$ cat config.mk
export PLATFORM = sky130hd
export DESIGN_NAME = uart_rx_cfg
export DESIGN_NICKNAME = d
export VERILOG_FILES = /design/src/rtl/uart_rx_cfg.sv
export SDC_FILE = /design/constraint.sdc
export NUM_CORES = 1
export LEC_CHECK = 0
export CAP_MARGIN = 20
export CELL_PAD_IN_SITES_DETAIL_PLACEMENT = 1
export CELL_PAD_IN_SITES_GLOBAL_PLACEMENT = 1
export CORE_ASPECT_RATIO = 1.2
export CORE_UTILIZATION = 46
export DETAILED_ROUTE_END_ITERATION = 8
export HOLD_SLACK_MARGIN = 0.1
export PLACE_DENSITY_LB_ADDON = 0.1
export RECOVER_POWER = 50
export SETUP_SLACK_MARGIN = 0.15
export SLEW_MARGIN = 20
export SYNTH_ARGS = -nofsm -noshare
export SYNTH_HDL_FRONTEND = slang
export SYNTH_SLANG_ARGS = --single-unit
$ cat constraint.sdc
create_clock -name clk -period 2.9 [get_ports clk]
set_clock_uncertainty 0.05 [all_clocks]
set_input_delay 0.435 -clock clk [delete_from_list [all_inputs] [get_ports clk]]
set_output_delay 0.435 -clock clk [all_outputs]
set_load 0.02 [all_outputs]
$ cat src/rtl/uart_rx_cfg.sv
// uart_rx_cfg: parametrised UART receiver for the serial command link.
// Samples each bit three times around its centre and takes the majority.
// Rejects false starts and flags parity and frame errors. Each received
// word is held in a one-entry register with a valid/ack handshake and
// overrun detection.

`ifndef BAUD24M
// Divisor for 115200 baud from a 24 MHz clock.
`define BAUD24M 208
`endif

module uart_rx_cfg #(
  parameter int DATA_BITS = 8,
  parameter int PARITY    = 0,
  parameter int STOP_BITS = 1,
  parameter int BAUD_RATE = `BAUD24M
) (
  input  logic                 clk,
  input  logic                 reset,
  input  logic                 rx,
  input  logic                 data_ack,
  output logic [DATA_BITS-1:0] data_received,
  output logic                 rx_done,
  output logic                 data_valid,
  output logic                 parity_error,
  output logic                 frame_error,
  output logic                 overrun_error,
  output logic                 busy
);

  localparam int H     = BAUD_RATE / 2;
  localparam int CNT_W = $clog2(BAUD_RATE);
  localparam int IDX_W = 4;

  typedef enum logic [2:0] {
    S_IDLE,
    S_START,
    S_DATA,
    S_PARITY,
    S_STOP
  } state_t;

  state_t state_reg, state_next;

  // line_reg[1] is the synchronised line and line_reg[2] is the edge-detect copy.
  // fill_reg tracks which stages hold a real pin sample rather than a reset
  // value. Without it, a line already low at reset release would look like a
  // falling edge.
  logic [2:0]           line_reg;
  logic [2:0]           fill_reg;
  logic [CNT_W-1:0]     cnt_reg;
  logic [IDX_W-1:0]     bit_idx_reg;
  logic                 s0_reg, s1_reg;
  logic [DATA_BITS-1:0] shift_reg;
  logic                 par_bit_reg;
  logic                 ferr_reg;

  logic rx_sync;
  logic start_edge;
  logic at_s0, at_s1, at_dec, at_wrap;
  logic maj;
  logic last_data, last_stop;
  logic commit;
  logic xor_all;
  logic par_err;

  assign rx_sync    = line_reg[1];
  assign start_edge = fill_reg[2] && line_reg[2] && !line_reg[1];

  assign at_s0   = (cnt_reg == CNT_W'(H - 1));
  assign at_s1   = (cnt_reg == CNT_W'(H));
  assign at_dec  = (cnt_reg == CNT_W'(H + 1));
  assign at_wrap = (cnt_reg == CNT_W'(BAUD_RATE - 1));

  // The third sample is the live synced line on the decision cycle.
  assign maj = (s0_reg & s1_reg) | (s0_reg & rx_sync) | (s1_reg & rx_sync);

  assign last_data = (bit_idx_reg == IDX_W'(DATA_BITS - 1));
  assign last_stop = (bit_idx_reg == IDX_W'(STOP_BITS - 1));

  assign xor_all = (^shift_reg) ^ par_bit_reg;
  assign par_err = (PARITY == 1) ? xor_all :
                   (PARITY == 2) ? !xor_all : 1'b0;

  // Two-flop synchroniser followed by the edge-detect register.
  always_ff @(posedge clk or posedge reset) begin
    if (reset) begin
      line_reg <= 3'b111;
      fill_reg <= 3'b000;
    end else begin
      line_reg <= {line_reg[1:0], rx};
      fill_reg <= {fill_reg[1:0], 1'b1};
    end
  end

  // FSM state register.
  always_ff @(posedge clk or posedge reset) begin
    if (reset) state_reg <= S_IDLE;
    else       state_reg <= state_next;
  end

  // FSM next-state logic: bits advance on timer wrap.
  // A false start and the final stop bit both leave at the decision point.
  always_comb begin
    state_next = state_reg;
    case (state_reg)
      S_IDLE:   if (start_edge) state_next = S_START;
      S_START: begin
        if (at_dec && maj)  state_next = S_IDLE;
        else if (at_wrap)   state_next = S_DATA;
      end
      S_DATA:   if (at_wrap && last_data) state_next = (PARITY != 0) ? S_PARITY : S_STOP;
      S_PARITY: if (at_wrap) state_next = S_STOP;
      S_STOP:   if (at_dec && last_stop) state_next = S_IDLE;
      default:  state_next = S_IDLE;
    endcase
  end

  // FSM outputs: busy flag and the commit strobe at the last stop-bit decision.
  always_comb begin
    busy   = (state_reg != S_IDLE);
    commit = (state_reg == S_STOP) && at_dec && last_stop;
  end

  // Bit timer, sample capture, shift register and per-frame error tracking.
  // The timer is already at 1 on the first START cycle, so cnt lines up with
  // the position of the synced line inside the bit.
  always_ff @(posedge clk or posedge reset) begin
    if (reset) begin
      cnt_reg     <= '0;
      bit_idx_reg <= '0;
      s0_reg      <= 1'b1;
      s1_reg      <= 1'b1;
      shift_reg   <= '0;
      par_bit_reg <= 1'b0;
      ferr_reg    <= 1'b0;
    end else begin
      if (state_reg == S_IDLE)
        cnt_reg <= start_edge ? CNT_W'(1) : '0;
      else if (at_wrap)
        cnt_reg <= '0;
      else
        cnt_reg <= cnt_reg + 1'b1;

      if (state_reg != state_next) bit_idx_reg <= '0;
      else if (at_wrap)            bit_idx_reg <= bit_idx_reg + 1'b1;

      if (at_s0) s0_reg <= rx_sync;
      if (at_s1) s1_reg <= rx_sync;

      if (state_reg == S_DATA && at_dec)
        shift_reg <= {maj, shift_reg[DATA_BITS-1:1]};

      if (state_reg == S_PARITY && at_dec)
        par_bit_reg <= maj;

      if (state_reg == S_START)
        ferr_reg <= 1'b0;
      else if (state_reg == S_STOP && at_dec && !maj)
        ferr_reg <= 1'b1;
    end
  end

  // Holding register, handshake and overrun tracking.
  // An ack on the commit cycle retires the old word, so no overrun is flagged.
  always_ff @(posedge clk or posedge reset) begin
    if (reset) begin
      data_received <= '0;
      rx_done       <= 1'b0;
      data_valid    <= 1'b0;
      parity_error  <= 1'b0;
      frame_error   <= 1'b0;
      overrun_error <= 1'b0;
    end else begin
      rx_done <= commit;
      if (commit) begin
        data_received <= shift_reg;
        parity_error  <= par_err;
        frame_error   <= ferr_reg | !maj;
      end

      if (commit)        data_valid <= 1'b1;
      else if (data_ack) data_valid <= 1'b0;

      if (commit && data_valid && !data_ack) overrun_error <= 1'b1;
      else if (data_ack && data_valid)       overrun_error <= 1'b0;
    end
  end

endmodule

---- Word level (Yosys, flattened, before mapping) ----
Index checks and enable logic that the tools add are counted.
W data, S select, Z words.
operators by class
  $add $sub $neg .......................... 2
  equal/unequal tests ..................... 10
  muxes and demuxes ....................... 18
  bitwise logic cells ..................... 6
  reduce and logical (&&, ||, !) cells .... 22
operators by type and width
  cell                   number
  $eq A8 B7 Y1 const B   3
  $mux W3                6
  $mux W8                2
  $pmux W3 S5            1
  $logic_and A1 B1 Y1    12
  $add A8 B1 Y8 const B  1
  $eq A8 B8 Y1 const B   1
  $mux W4                2
  $reduce_bool A2 Y1     4
  $mux W1                7
  $eq A3 B2 Y1 const B   2
  $add A4 B1 Y4 const B  1
  $eq A4 B3 Y1 const B   1
  $logic_not A4 Y1       1
  $and A1 B1 Y1          3
  $eq A3 B1 Y1 const B   1
  $eq A3 B3 Y1 const B   1
  $logic_not A1 Y1       3
  $logic_not A3 Y1       1
  $ne A3 B3 Y1           1
  $or A1 B1 Y1           3
  $reduce_bool A3 Y1     1
storage, ports and cells
  register bits ........................... 44
  bits of input ports ..................... 4

---- Longest topological paths before layout ----
  depth after elaboration ................. 8
  depth in mapped cells ................... 7
  depth with buffers taken out ............ 7

---- Worst setup path after synthesis ----
Ideal clock, no wire load.
  path kind ............................... register to register
  from .................................... reg cnt_reg[1]
  to ...................................... reg data_received[0]
  library setup time ...................... 125 ps
  data arrival time ....................... 1947 ps
  data required time ...................... 2725 ps
  slack ................................... 778 ps
  cell stages (with the launch flop) ...... 7
  buffers on the path ..................... 0
  period minus slack after synthesis ...... 2122 ps
  cells stage by stage .................... dfrtp_1 -> inv_1 -> ha_1 -> or4bb_1 -> or4_4 -> clkinv_4 -> mux2_4
between the ends
  longest elaborated chain between the ends .. 3
RTL lines
  item                              line  text
  start: declaration                51    logic [CNT_W-1:0] cnt_reg;
  start signal: assignment          139   cnt_reg <= start_edge ? CNT_W'(1) : '0;
  start signal: assignment          143   cnt_reg <= cnt_reg + 1'b1;
  $eq A8 B7 Y1                      72    assign at_dec = (cnt_reg == CNT_W'(H + 1));
  $logic_and A1 B1 Y1 (2 in a row)  122   commit = (state_reg == S_STOP) && at_dec && last_stop;
  named net commit                  63    logic commit;
  end signal: assignment            177   data_received <= shift_reg;
  end: declaration                  22    output logic [DATA_BITS-1:0] data_received,
The timed path passes the listed nets, and every way through them passes these cells.
A chain may end at the register's enable or synchronous reset.

---- Worst setup path after layout ----
  from .................................... reg state_reg[2]
  to ...................................... out busy
between the ends
  longest elaborated chain between the ends .. 1
RTL lines
  item                      line  text
  start: declaration        43    state_t state_reg, state_next;
  start signal: assignment  99    else state_reg <= state_next;
  $reduce_bool A3 Y1        121   busy = (state_reg != S_IDLE);
  end: declaration          28    output logic busy
No other way between the ends.

==> summary by stage <==
Run status
The flow ran to the end, and the final reports show no timing, DRC or antenna violations.

Clocking
The cell sitting at the root of the clock tree is a clkbuf_8. The TritonCTS buffer count is 5. No sink is reached through more buffers than the 2 on the longest clock path. The clock network latency to the later pin of the worst-skew pair is 300 ps. Hold repair after CTS inserted 0 buffers. The TritonCTS sink count is 44.

The TritonCTS clock tree is done. After clock tree synthesis, the repair step resized 0 gates. Clock-pin slew was measured on the worst setup and hold paths at 80 ps. The H-tree level count is 2. The setup fix buffers added after clock tree synthesis is 0.

Global routing
The number of global-route vias before repair is 1368. Global routing used 19.4% of the available tracks across all layers. Entering global routing, the biggest net connects 45 pins.

The residual overflow from global routing is 0. The first-pass GRT wire length is 6330 µm. The initial antenna violation count is 0.

STA
The post-route worst hold slack is 305 ps. The actual slew at the worst max-slew pin is 1080 ps. The number of pins with negative max-slew slack in the final report is 0. The period utilization is 82.1%.

The minimum clock period is 2380 ps. The count of final hold-check violations is 0. The worst max-slew margin expressed relative to the limit is 28.1%. The maximum operating frequency is 0.420 GHz.

Setup repair after global routing left no endpoint under its margin. Setup total negative slack on the finished layout was measured at 0 ps. Setup violations remaining at the end of the flow were counted as 0.

Finish
The share of final-layout standard cells stronger than drive strength 1 is 19.8%. Leaving out fill and tap cells, the most frequent cell in the layout is dfrtp_1. In the layout the commonest cells are 39 x dfrtp_1, 14 x clkdlybuf4s50_1, 11 x inv_1.

The final cell utilization of the core is 57.3%. The antenna diode instance count is 0. The net count of the finished layout is 190. The area added between synthesis and finish is 17.3%.

The final non-filler cell total is 236.

Yosys
Of all flip-flops after synthesis, the portion carrying an async set or reset was 100%. The total of warnings raised by yosys is 0. Yosys attributes the largest share of cell area to dfrtp_1 49%, dfstp_2 6.7%, mux2_4 6.1%. The number of flops mapped to enable cells by yosys is 0. The cell area that synthesis handed to floorplanning was 1970 µm². The average instance in the mapped netlist occupies 12.3 µm². For this run, the leading register cell type out of synthesis is dfrtp_1. The fraction of synthesized cell area taken by the top area cell type is 49.5%. The number of instances in the synthesized netlist is 160. The number of register bits inferred by synthesis is 44.

The number of nets handed over by synthesis was 169. The cell taking the most area after synthesis is dfrtp_1. Of the synthesized area, sequential elements account for 56.2%. After synthesis, the netlist uses 43 different library cells.

Worst hold path
The tightest min-delay check is of the flop to flop type. The path with the worst hold slack has its endpoint at fill_reg[1]$_DFF_PP0_. The hold path startpoint is fill_reg[0]$_DFF_PP0_. The worst hold path cell count is 0.

Floorplan
The die area is 4550 µm². After floorplanning, the core was divided into 25 placement rows. The height of the chip is 73.7 µm. The I/O pin count is 18. In this run the standard cell core region covers 4040 µm². The x dimension of the die is 61.8 µm. The initial utilization of the core area, before any placement, comes to 48.9%.

Critical path
For this design, the slowest cell found on the critical path is clkdlybuf4s50_1. Counting cells, the worst reg-to-reg path comes to 6. The worst-path maximum fanout is 6. The launch instance of the worst register-to-register path is cnt_reg[1]$_DFF_PP0_.

The signal on the critical path passes through nor3_1 -> inv_1 -> clkdlybuf4s50_1. The startpoint type of the worst setup path is a flop. The minimum setup slack among reg-to-reg paths is 600 ps. The highest cell delay on the worst timing path is 570 ps. STA puts the critical path data required time at 2410 ps. Data arrives at the worst endpoint at 1900 ps.

The worst register-to-register path ends at data_received[4]$_DFFE_PP0P_. The type of destination of the critical path is a primary output. The critical path is of the flop to primary output type.

Placement
Counting tap cells, the placed design contains a total of 228 instances. The congestion estimate from routability-driven global placement came to 0.918. The number of buffers added on ports is 16. Detailed placement finished with a half-perimeter wire length of 2700 µm.

Detailed routing
Summing over every cut layer, the via total after detailed routing is 1262. The first-pass iteration count of the detailed router is 4. In this run, the number of DRC markers left after iteration 0 of detailed routing was 35. The number of vias per cell is 5.35. The mean routed wirelength per cell is 16.2 µm.

The count of nets left with antenna violations once routing finished came out at 0. Wires add up to 3810 µm. For this run, design rule violations remaining after detail routing come to 0.

Job
The count of max-cap constraint violations is 0.

Power and ir drop
The analysis attributes to cell leakage a power of 0.00106 µW. The worst-case IR drop observed on VDD is 304 µV. The final total power is 1360 µW.

For this design the ratio of total power to cell area is 589 nW/µm².
[synth_stat cells, types with 3 or more instances]
cell / count
dfrtp_1: 39
inv_1: 11
mux2_2: 10
nor2_1: 9
mux2_4: 8
nand2_1: 8
nand3_1: 7
a21oi_1: 6
xnor2_1: 6
dfstp_2: 5
ha_1: 5
nor3_1: 4
and3_1: 3
nor4_1: 3
o21ai_0: 3
xor2_1: 3
[area by class of cell]
| class | count | area [µm²] |
|---|---|---|
| multi-input combinational | 100 | 788 |
| fill | 415 | 1720 |
| tap | 54 | 67.6 |
| clock buffer | 7 | 96.3 |
| sequential | 44 | 1110 |
| inverter | 12 | 50.0 |
| clock inverter | 1 | 30.0 |
| timing repair buffer | 18 | 173 |
[per-stage QoR]
stage / area (µm²) / worst slack [ps]
after global placement: 2190 / 716
after floorplan: 1970 / 778
after global routing: 2310 / 457
after CTS: 2310 / 500
after detailed placement: 2190 / 633
final: 2310 / 519
[report_power, final]
part / total (µW) / switching (µW) / internal [µW]
registers: 695 / 45.4 / 649
clock network: 512 / 209 / 304
logic: 156 / 90.2 / 65.6
[routing by layer]
| metal | vias up | global-route usage, % | share of wire [%] |
|---|---|---|---|
| li1 | 600 | - | - |
| met1 | 634 | 23.1 | 45 |
| met2 | 21 | 32.6 | 51 |
| met3 | 7 | 4.40 | 2.7 |
| met4 | 0 | 8.89 | 2.0 |
| met5 | - | 0 | 0 |
[worst max-delay path by stage]
| stage | endpoint | slack, ps | cells past startpoint | start |
|---|---|---|---|---|
| 6_report | busy | 520 | 3 | state_reg[2]$_DFF_PP0_ |
| 5_1_grt | busy | 460 | 3 | state_reg[2]$_DFF_PP0_ |
| 4_1_cts | busy | 500 | 3 | state_reg[1]$_DFF_PP0_ |
| 3_5_place_dp | data_received[4]$_DFFE_PP0P_ | 630 | 6 | cnt_reg[1]$_DFF_PP0_ |
| 3_3_place_gp | data_received[7]$_DFFE_PP0P_ | 720 | 6 | cnt_reg[1]$_DFF_PP0_ |
| 2_1_floorplan | data_received[0]$_DFFE_PP0P_ | 780 | 6 | cnt_reg[1]$_DFF_PP0_ |
[critical path, delay by kind of cell, from the launching register on]
kind | cells | cell delay [ps]
flip-flops | 1 | 450
buffers and inverters | 2 | 720
AND/OR/NAND/NOR | 1 | 430
[kinds of logic after synthesis]
kind of cell / share of synthesized area [%]
simple gates: 14.0
fa+ha+maj: 3.68
other cells: 0.381
compound gates: 6.16
buf+inv: 3.87
flops: 56.2
xor+xnor: 4.00
mux: 11.8
Power figures use the tool's default switching activity.
